### src/rtl/complementador_a_2_serial_pkg.sv
// Shared types and constants for the bit-serial two's-complement unit.
package complementador_pkg;

   typedef enum logic [1:0] {
      IDLE  = 2'b00,
      SHIFT = 2'b01,
      DONE  = 2'b10
   } state_t;

   localparam int N_DEF = 4;

   // Reference two's complement of the low n bits of a, i.e. (2^n - a) mod 2^n.
   function automatic logic [63:0] comp2_ref(input logic [63:0] a, input int unsigned n);
      logic [63:0] mask;
      mask = (n >= 64) ? '1 : ((64'd1 << n) - 64'd1);
      return (64'd0 - a) & mask;
   endfunction

endpackage

### src/rtl/complementador_a_2_serial_if.sv
// Request/result bundle between a producer and the serial complementer.
interface complementador_a_2_serial_if
   import complementador_pkg::*;
#(
   parameter int N = N_DEF
);
   logic         start;
   logic [N-1:0] ABCD;
   logic [N-1:0] wxyz;
   logic         busy;
   logic         done;
   logic         sout;
   logic         sout_valid;

   modport master (
      output start, ABCD,
      input  wxyz, busy, done, sout, sout_valid
   );

   modport slave (
      input  start, ABCD,
      output wxyz, busy, done, sout, sout_valid
   );
endinterface

### src/rtl/complementador_a_2_serial_celda.sv
// One-bit Mealy cell: passes bits through until the first 1 has gone by,
// then inverts every following bit.
module complementador_celda_serial
   import complementador_pkg::*;
(
   input  logic clk,
   input  logic rst,
   input  logic clr,
   input  logic en,
   input  logic b,
   output logic r,
   output logic found
);
   logic found_q;

   // Remember whether a 1 has already been consumed in this operand.
   always_ff @(posedge clk) begin
      if (rst || clr) begin
         found_q <= 1'b0;
      end else if (en) begin
         found_q <= found_q | b;
      end
   end

   assign r     = found_q ? ~b : b;
   assign found = found_q;
endmodule

### src/rtl/complementador_a_2_serial.sv
// Bit-serial two's complementer: captures an N-bit word, walks it LSB first
// through the Mealy cell and publishes the assembled result with a done pulse.
module complementador_a_2_serial
   import complementador_pkg::*;
#(
   parameter int N = N_DEF
) (
   input  logic                        clk,
   input  logic                        rst,
   complementador_a_2_serial_if.slave  bus
);
   localparam int CNT_W = (N > 1) ? $clog2(N) : 1;

   state_t           state_q;
   logic [N-1:0]     sreg_q;
   // Only the upper N-1 result bits need storage: the last bit is merged in
   // on the same edge that loads wxyz.
   logic [N-1:1]     res_q;
   logic [N-1:0]     res_d;
   logic [CNT_W-1:0] cnt_q;
   logic [N-1:0]     wxyz_q;
   logic             busy_q;
   logic             done_q;
   logic             sout_valid_q;

   logic             accept;
   logic             shift_en;
   logic             r;
   logic             found_unused;

   assign accept   = (state_q == IDLE) && bus.start;
   assign shift_en = (state_q == SHIFT);
   assign res_d    = {r, res_q};

   complementador_celda_serial u_celda (
      .clk   (clk),
      .rst   (rst),
      .clr   (accept),
      .en    (shift_en),
      .b     (sreg_q[0]),
      .r     (r),
      .found (found_unused)
   );

   // Sequencer: IDLE -> SHIFT (N cycles) -> DONE (1 cycle) -> IDLE.
   always_ff @(posedge clk) begin
      if (rst) begin
         state_q      <= IDLE;
         sreg_q       <= '0;
         res_q        <= '0;
         cnt_q        <= '0;
         wxyz_q       <= '0;
         busy_q       <= 1'b0;
         done_q       <= 1'b0;
         sout_valid_q <= 1'b0;
      end else begin
         case (state_q)
            IDLE: begin
               if (bus.start) begin
                  sreg_q       <= bus.ABCD;
                  res_q        <= '0;
                  cnt_q        <= '0;
                  busy_q       <= 1'b1;
                  sout_valid_q <= 1'b1;
                  state_q      <= SHIFT;
               end
            end
            SHIFT: begin
               sreg_q <= sreg_q >> 1;
               res_q  <= res_d[N-1:1];
               if (cnt_q == CNT_W'(N - 1)) begin
                  wxyz_q       <= res_d;
                  done_q       <= 1'b1;
                  sout_valid_q <= 1'b0;
                  state_q      <= DONE;
               end else begin
                  cnt_q <= cnt_q + 1'b1;
               end
            end
            DONE: begin
               done_q  <= 1'b0;
               busy_q  <= 1'b0;
               state_q <= IDLE;
            end
            default: begin
               state_q <= IDLE;
            end
         endcase
      end
   end

   assign bus.wxyz       = wxyz_q;
   assign bus.busy       = busy_q;
   assign bus.done       = done_q;
   assign bus.sout_valid = sout_valid_q;
   assign bus.sout       = sout_valid_q & r;
endmodule

### src/flat_wrapper.sv
// flat-port wrapper written by rule: the top's interface ports become plain ports
module complementador_a_2_serial_flat import complementador_pkg::*;
#(
   parameter int N = N_DEF
)
  (clk, rst, bus_start, bus_ABCD, bus_wxyz, bus_busy, bus_done, bus_sout, bus_sout_valid);
  complementador_a_2_serial_if #(.N(N)) bus_i ();
  input  logic clk;
  input  logic rst;
  input wire logic [$bits(bus_i.start)-1:0] bus_start;
  input wire logic [$bits(bus_i.ABCD)-1:0] bus_ABCD;
  output wire logic [$bits(bus_i.wxyz)-1:0] bus_wxyz;
  output wire logic [$bits(bus_i.busy)-1:0] bus_busy;
  output wire logic [$bits(bus_i.done)-1:0] bus_done;
  output wire logic [$bits(bus_i.sout)-1:0] bus_sout;
  output wire logic [$bits(bus_i.sout_valid)-1:0] bus_sout_valid;
  assign bus_i.start = bus_start;
  assign bus_i.ABCD = bus_ABCD;
  assign bus_wxyz = bus_i.wxyz;
  assign bus_busy = bus_i.busy;
  assign bus_done = bus_i.done;
  assign bus_sout = bus_i.sout;
  assign bus_sout_valid = bus_i.sout_valid;
  complementador_a_2_serial #(.N(N)) u_core (.clk(clk), .rst(rst), .bus(bus_i));
endmodule
### config.mk
export PLATFORM = sky130hd
export DESIGN_NAME = complementador_a_2_serial_flat
export DESIGN_NICKNAME = d
export VERILOG_FILES = /design/src/rtl/complementador_a_2_serial_pkg.sv /design/src/rtl/complementador_a_2_serial_if.sv /design/src/rtl/complementador_a_2_serial_celda.sv /design/src/rtl/complementador_a_2_serial.sv /design/src/flat_wrapper.sv
export SDC_FILE = /design/constraint.sdc
export NUM_CORES = 1
export LEC_CHECK = 0
export CAP_MARGIN = 20
export CORE_ASPECT_RATIO = 1.5
export CORE_MARGIN = 1.5
export CORE_UTILIZATION = 40
export CTS_CLUSTER_DIAMETER = 60
export CTS_CLUSTER_SIZE = 16
export DETAILED_ROUTE_END_ITERATION = 12
export PLACE_DENSITY = 0.73
export SLEW_MARGIN = 20
export SYNTH_ARGS = -nofsm -noshare
export SYNTH_HDL_FRONTEND = slang
export SYNTH_SLANG_ARGS = --single-unit
### constraint.sdc
create_clock -name clk -period 2.4 [get_ports clk]
set_input_delay 0.72 -clock clk [delete_from_list [all_inputs] [get_ports clk]]
set_output_delay 0.72 -clock clk [all_outputs]
set_load 0.01 [all_outputs]
==> run summary, run 1 <==
fraction of layout instances using a drive strength above 1 -> 0.0971
nets in the synthesized netlist -> 97
HPWL Detailed -> 1120 um
final antenna-violating net count -> 0
initial standard-cell utilization of the core -> 0.429
final hold vios -> 0
Fmax -> 0.489 GHz
master cell of the clock root buffer -> sky130_fd_sc_hd__clkbuf_4
pin count of the biggest net entering global routing -> 20
area inside the core boundary -> 1830 um2
most repeated cell in the gate-level netlist after synthesis -> sky130_fd_sc_hd__dfxtp_1
DRC violation count after routing -> 0
Total Wirelength -> 1570 um
nature of the critical path startpoint -> register
max_slew headroom -> 0.655
critical path endpoint category -> output port
sequential element share of the synthesized area -> 0.484
antenna violations before repair -> 0
number of DRC violations after detailed-routing iteration 0 -> 10
vias in the first global route -> 625
area enclosed by the die boundary -> 2240 um2
count of maximum capacitance violations -> 0
number of flops mapped to enable cells by yosys -> 0
most common flop cell mapped by yosys -> sky130_fd_sc_hd__dfxtp_1
cell types with the largest area share after synthesis -> sky130_fd_sc_hd__dfxtp_1 48%, sky130_fd_sc_hd__a21oi_1 5.1%, sky130_fd_sc_hd__inv_1 4.3%, sky130_fd_sc_hd__a221oi_2 3.8%, sky130_fd_sc_hd__a22oi_1 3.8%
I/O pin total -> 15
total gr overflow -> 0
number of max-slew violations in the final report -> 0
number of iterations in the first detailed-routing pass -> 4
Avg Inst Size Synth -> 8.93 um2
Routed WL per cell -> 12.6 um
summed instance area of the synthesized netlist -> 786 um2
setup repair after global routing missed its margin -> no
post-route fraction of the period consumed by the critical path -> 0.853
final net count -> 113
critical path data required time -> 1680 ps
setup TNS -> 0 ps
worst-path fanout max -> 3
Syn. warnings -> 0
Lkg Pwr -> 0.369 nW
final antenna diode count -> 0
transition time at the pin with the least slew margin -> 516 ps
total of buffers placed on input and output ports -> 14
FF+latch count, synth -> 19
global placer's final weighted congestion -> 0.723
IR Drop Worst-Case VDD -> 0.402 mV
y dimension of the die -> 57.3 um
Clk Latency, worst-skew pair -> 300 ps
standard-cell row count -> 19
critical setup path kind -> reg -> out
skew final -> 3.77 ps
buffers from clock root to sink, at most -> 2
clock tree from TritonCTS -> yes
total CTS buffers -> 3
post-detailed-route via-to-cell ratio -> 5.36
data arrival time at the worst-slack endpoint -> 1330 ps
fraction of post-synthesis cell area in the top cell type by area -> 0.484
classification of the worst-slack hold path -> reg -> reg
quantity of gates resized following cts -> 0
clock sink count -> 19
commonest cells in the synthesized netlist -> 19 x sky130_fd_sc_hd__dfxtp_1, 9 x sky130_fd_sc_hd__inv_1, 8 x sky130_fd_sc_hd__a21oi_1, 7 x sky130_fd_sc_hd__nor2_1, 6 x sky130_fd_sc_hd__nand2_1
gate count after technology mapping -> 88
result of the run -> completed
count of buffers added by post-CTS timing repair for setup -> 0
largest area contributor in the netlist -> sky130_fd_sc_hd__dfxtp_1
power per cell area -> 594 nW/um2
Area Overhead vs Synth -> 23.9%
wire length of the first global-routing pass -> 2580 um
die boundary width -> 39.2 um
number of buffers inserted for hold repair after clock tree synthesis -> 0
clock slew at reported path FFs -> 110 ps
number of different library cells in the post-synthesis netlist -> 26
asr flop ratio synth -> 0
aggregate global-route resource usage -> 0.164
number of setup violations in the final report -> 0
via total after detailed routing -> 665
time the final worst path needs with I/O delays and setup -> 2050 ps
overall power -> 578 uW
CTS H-tree depth -> 1
## critical path, cell delays in order (launching register included)
cell                             delay [ps]
sky130_fd_sc_hd__dfxtp_1                350
sky130_fd_sc_hd__inv_1                   40
sky130_fd_sc_hd__ha_1                   300
sky130_fd_sc_hd__and2_1                 170
sky130_fd_sc_hd__dlymetal6s2s_1         160
## through the flow
| stage | std cells | hold slack, ps | utilization | setup WS, ps | cell area [um2] |
|---|---|---|---|---|---|
| floorplan | 88 | 443 | - | 866 | 786 |
| global placement | 120 | 444 | 0.515 | 388 | 943 |
| detailed placement | 120 | 451 | 0.515 | 350 | 943 |
| CTS | 124 | 469 | 0.530 | 6.13 | 971 |
| global route | 124 | 489 | 0.532 | 278 | 973 |
| finish | 124 | 467 | 0.532 | 353 | 973 |
## where the power goes
group | internal, mW | leakage [nW] | total (mW) | switching [mW]
clock | 0.0622 | 0.0177 | 0.164 | 0.102
combinational | 0.0395 | 0.197 | 0.0743 | 0.0348
sequential | 0.328 | 0.155 | 0.339 | 0.0108
## cell families (layout without fill, tap and decap cells)
logic type,after synthesis,after routing,synth area share
AO/OA/AOI/OAI,26,26,0.231
AND/OR/NAND/NOR,26,26,0.170
buffers and inverters,15,30,0.0828
adder cells (fa/ha/maj),2,2,0.0318
flip-flops,19,19,0.484
## final cells by class
class | instances | area (um2)
Clock buffer | 3 | 22.5
Clock inverter | 1 | 5.00
Fill cell | 167 | 857
Inverter | 9 | 33.8
Multi-Input combinational cell | 54 | 340
Sequential cell | 19 | 380
Tap cell | 21 | 26.3
Timing Repair Buffer | 17 | 165
## cells in the final DEF, fill, tap and decap left out
cell type                         Yosys  layout
sky130_fd_sc_hd__o21bai_1             1       1
sky130_fd_sc_hd__a221oi_1             2       2
sky130_fd_sc_hd__dfxtp_1             19      19
sky130_fd_sc_hd__o21ai_0              3       3
sky130_fd_sc_hd__ha_1                 2       2
sky130_fd_sc_hd__a22o_1               1       1
sky130_fd_sc_hd__nand2_1              6       6
sky130_fd_sc_hd__nor4b_1              1       1
sky130_fd_sc_hd__nand3_1              5       5
sky130_fd_sc_hd__nand4_1              1       1
sky130_fd_sc_hd__and2_1               1       1
sky130_fd_sc_hd__a21oi_1              8       8
sky130_fd_sc_hd__clkinv_2             0       1
sky130_fd_sc_hd__clkbuf_4             0       3
sky130_fd_sc_hd__nor2_1               7       7
sky130_fd_sc_hd__inv_1                9       9
sky130_fd_sc_hd__dlymetal6s2s_1       0       1
sky130_fd_sc_hd__a221oi_2             2       2
sky130_fd_sc_hd__o22ai_1              2       2
sky130_fd_sc_hd__nand2b_1             1       1
sky130_fd_sc_hd__nand3b_1             1       1
sky130_fd_sc_hd__a211oi_1             1       1
sky130_fd_sc_hd__a22oi_1              4       4
sky130_fd_sc_hd__buf_4                1       3
sky130_fd_sc_hd__and4bb_2             1       1
sky130_fd_sc_hd__nor2b_1              2       2
sky130_fd_sc_hd__clkdlybuf4s50_1      0      13
sky130_fd_sc_hd__a31oi_1              2       2
## registers in the layout, indices dropped and copies added (netlist names)
name                   cells
u_core.bus.wxyz            4
u_core.bus.busy            1
u_core.cnt_q               2
u_core.state_q             2
u_core.bus.done            1
u_core.sreg_q              4
u_core.u_celda.found       1
u_core.res_q               3
u_core.bus.sout_valid      1
## metal layers
metal	track usage	up-vias	share of wire
li1	-	341	-
met1	0.186	308	0.42
met2	0.271	12	0.54
met3	0.0350	4	0.026
met4	0.0887	0	0.017
met5	0	-	0
## path summary, 6_finish.rpt
kind	slack (ps)	cells past startpoint	end	from
worst max-delay path	350	4	bus_sout	u_core.u_celda.found
worst min-delay path	470	2	u_core.bus.wxyz[3]	u_core.bus.wxyz[3]
worst max register to register	940	3	u_core.bus.wxyz[3]	u_core.state_q[0]
worst min register to register	470	2	u_core.bus.wxyz[3]	u_core.bus.wxyz[3]
No activity file was read; power rests on OpenSTA's default activity.
==> inputs of run 2 (changes only) <==
--- a/config.mk
+++ b/config.mk
@@ -13,6 +13,7 @@
 export CTS_CLUSTER_SIZE = 16
 export DETAILED_ROUTE_END_ITERATION = 12
 export PLACE_DENSITY = 0.73
+export SKIP_CTS_REPAIR_TIMING = 1
 export SLEW_MARGIN = 20
 export SYNTH_ARGS = -nofsm -noshare
 export SYNTH_HDL_FRONTEND = slang
==> results of run 2 <==
Final layout, timing and power as in run 1 (identical DEF).
==> inputs of run 3 (changes only) <==
--- a/config.mk
+++ b/config.mk
@@ -5,6 +5,7 @@
 export SDC_FILE = /design/constraint.sdc
 export NUM_CORES = 1
 export LEC_CHECK = 0
+export ABC_CLOCK_PERIOD_IN_PS = 2400
 export CAP_MARGIN = 20
 export CORE_ASPECT_RATIO = 1.5
 export CORE_MARGIN = 1.5
@@ -12,7 +13,9 @@
 export CTS_CLUSTER_DIAMETER = 60
 export CTS_CLUSTER_SIZE = 16
 export DETAILED_ROUTE_END_ITERATION = 12
+export GPL_TIMING_DRIVEN = 0
 export PLACE_DENSITY = 0.73
+export RECOVER_POWER = 100
 export SKIP_CTS_REPAIR_TIMING = 1
 export SLEW_MARGIN = 20
 export SYNTH_ARGS = -nofsm -noshare
==> run summary, run 3 (same netlist as run 1, synthesis figures left out) <==
result of the run -> completed
master cell of the clock root buffer -> sky130_fd_sc_hd__clkbuf_4
post-route fraction of the period consumed by the critical path -> 0.900
area enclosed by the die boundary -> 2240 um2
fraction of layout instances using a drive strength above 1 -> 0.0667
critical path data required time -> 1680 ps
number of iterations in the first detailed-routing pass -> 4
critical path endpoint category -> output port
I/O pin total -> 15
max_slew headroom -> 0.703
y dimension of the die -> 57.3 um
Routed WL per cell -> 12.3 um
number of setup violations in the final report -> 0
Clk Latency, worst-skew pair -> 300 ps
standard-cell row count -> 19
Hold Crit Start -> u_core.bus.wxyz[1]
number of max-slew violations in the final report -> 0
nature of the critical path startpoint -> register
post-layout utilization of the core -> 0.519
final hold vios -> 0
Worst path top cell family by delay -> buffers and inverters
vias in the first global route -> 658
IR Drop Worst-Case VDD -> 0.405 mV
CP max stage cell -> sky130_fd_sc_hd__dfxtp_1
CTS H-tree depth -> 1
clock slew at reported path FFs -> 110 ps
Fmax -> 0.463 GHz
post-detailed-route via-to-cell ratio -> 5.48
final antenna diode count -> 0
origin of the worst setup path -> u_core.sreg_q[0]
r2r startpoint -> u_core.cnt_q[0]
via total after detailed routing -> 690
top library cells by usage in the layout, fill and taps aside -> 19 x sky130_fd_sc_hd__dfxtp_1, 9 x sky130_fd_sc_hd__inv_1, 8 x sky130_fd_sc_hd__a21oi_1, 8 x sky130_fd_sc_hd__dlygate4sd3_1, 7 x sky130_fd_sc_hd__nor2_1
setup repair after global routing missed its margin -> no
total CTS buffers -> 3
antenna violations before repair -> 0
Area Overhead vs Synth -> 21.0%
die boundary width -> 39.2 um
classification of the worst-slack hold path -> reg -> reg
count of maximum capacitance violations -> 0
critical setup path kind -> reg -> out
transition time at the pin with the least slew margin -> 446 ps
aggregate global-route resource usage -> 0.163
initial standard-cell utilization of the core -> 0.429
worst-path fanout max -> 3
Buf+Inv Stages, Crit Path -> 2
skew final -> 3.83 ps
Hold Crit Depth -> 2
Total Wirelength -> 1550 um
area inside the core boundary -> 1830 um2
global placer's final weighted congestion -> 0.726
FF-to-FF path depth -> 5
HPWL Detailed -> 1130 um
buffers from clock root to sink, at most -> 2
power per cell area -> 601 nW/um2
total of buffers placed on input and output ports -> 13
data arrival time at the worst-slack endpoint -> 1440 ps
time the final worst path needs with I/O delays and setup -> 2160 ps
final antenna-violating net count -> 0
DRC violation count after routing -> 0
crit-path max cell delay -> 320 ps
wire length of the first global-routing pass -> 2640 um
clock sink count -> 19
final net count -> 115
depth of the critical timing path with buffers and inverters included -> 4
pin count of the biggest net entering global routing -> 11
number of DRC violations after detailed-routing iteration 0 -> 10
Lkg Pwr -> 0.366 nW
cells along the critical path -> inv_1 -> ha_1 -> and2_1 -> clkdlybuf4s25_1
total gr overflow -> 0
setup TNS -> 0 ps
most frequent standard cell in the layout excluding fill and tap cells -> sky130_fd_sc_hd__dfxtp_1
clock tree from TritonCTS -> yes
[run 3: changes by cell type in the layout (fill, tap and decap cells not counted), sizes merged]
| cell | delta |
|---|---|
| clkinv | -1 |
| clkbuf | +4 |
| clkdlybuf4s50 | -9 |
| dlygate4sd3 | +8 |
| clkdlybuf4s25 | +1 |
| dlymetal6s2s | -1 |
[run 3: layout make-up]
class,count,area [um2]
Buffer,6,26.3
Clock buffer,4,26.3
Fill cell,177,880
Inverter,9,33.8
Multi-Input combinational cell,54,328
Sequential cell,19,380
Tap cell,21,26.3
Timing Repair Buffer,13,130
[run 3: worst register-to-register path, stage by stage, from the launching register on]
cell                       delay [ps]
sky130_fd_sc_hd__dfxtp_1          400
sky130_fd_sc_hd__ha_1             160
sky130_fd_sc_hd__clkbuf_1         320
sky130_fd_sc_hd__nand3b_1         280
sky130_fd_sc_hd__nand2_1          140
sky130_fd_sc_hd__a21oi_1           70
[run 3: path summary, 6_finish.rpt]
check	to	slack, ps
worst max-delay path	bus_sout	240
worst min register to register	u_core.bus.wxyz[1]	470
worst min-delay path	u_core.bus.wxyz[1]	470
worst max register to register	u_core.bus.wxyz[0]	920
[run 3: metrics by stage]
step	setup slack, ps	hold slack, ps	power, mW	instance area (um2)	instances
finish	241	468	0.572	951	126
global route	157	481	0.596	951	126
CTS	33.8	473	0.577	968	126
detailed placement	382	453	0.420	942	122
global placement	371	450	0.418	942	122
floorplan	866	443	0.392	786	88
[run 3: where the power goes]
| group | internal [mW] | switching, mW |
|---|---|---|
| registers | 0.328 | 0.00818 |
| logic | 0.0343 | 0.0361 |
| clock network | 0.0647 | 0.0998 |
| total | 0.428 | 0.144 |
[run 3: routing by layer]
metal	global-route usage	up-vias	routed length, um	part of all wire
met4	0.0887	0	38	0.025
met3	0.0233	4	41	0.026
met5	0	-	0	0
li1	-	342	-	-
met2	0.274	10	792	0.51
met1	0.188	334	679	0.44
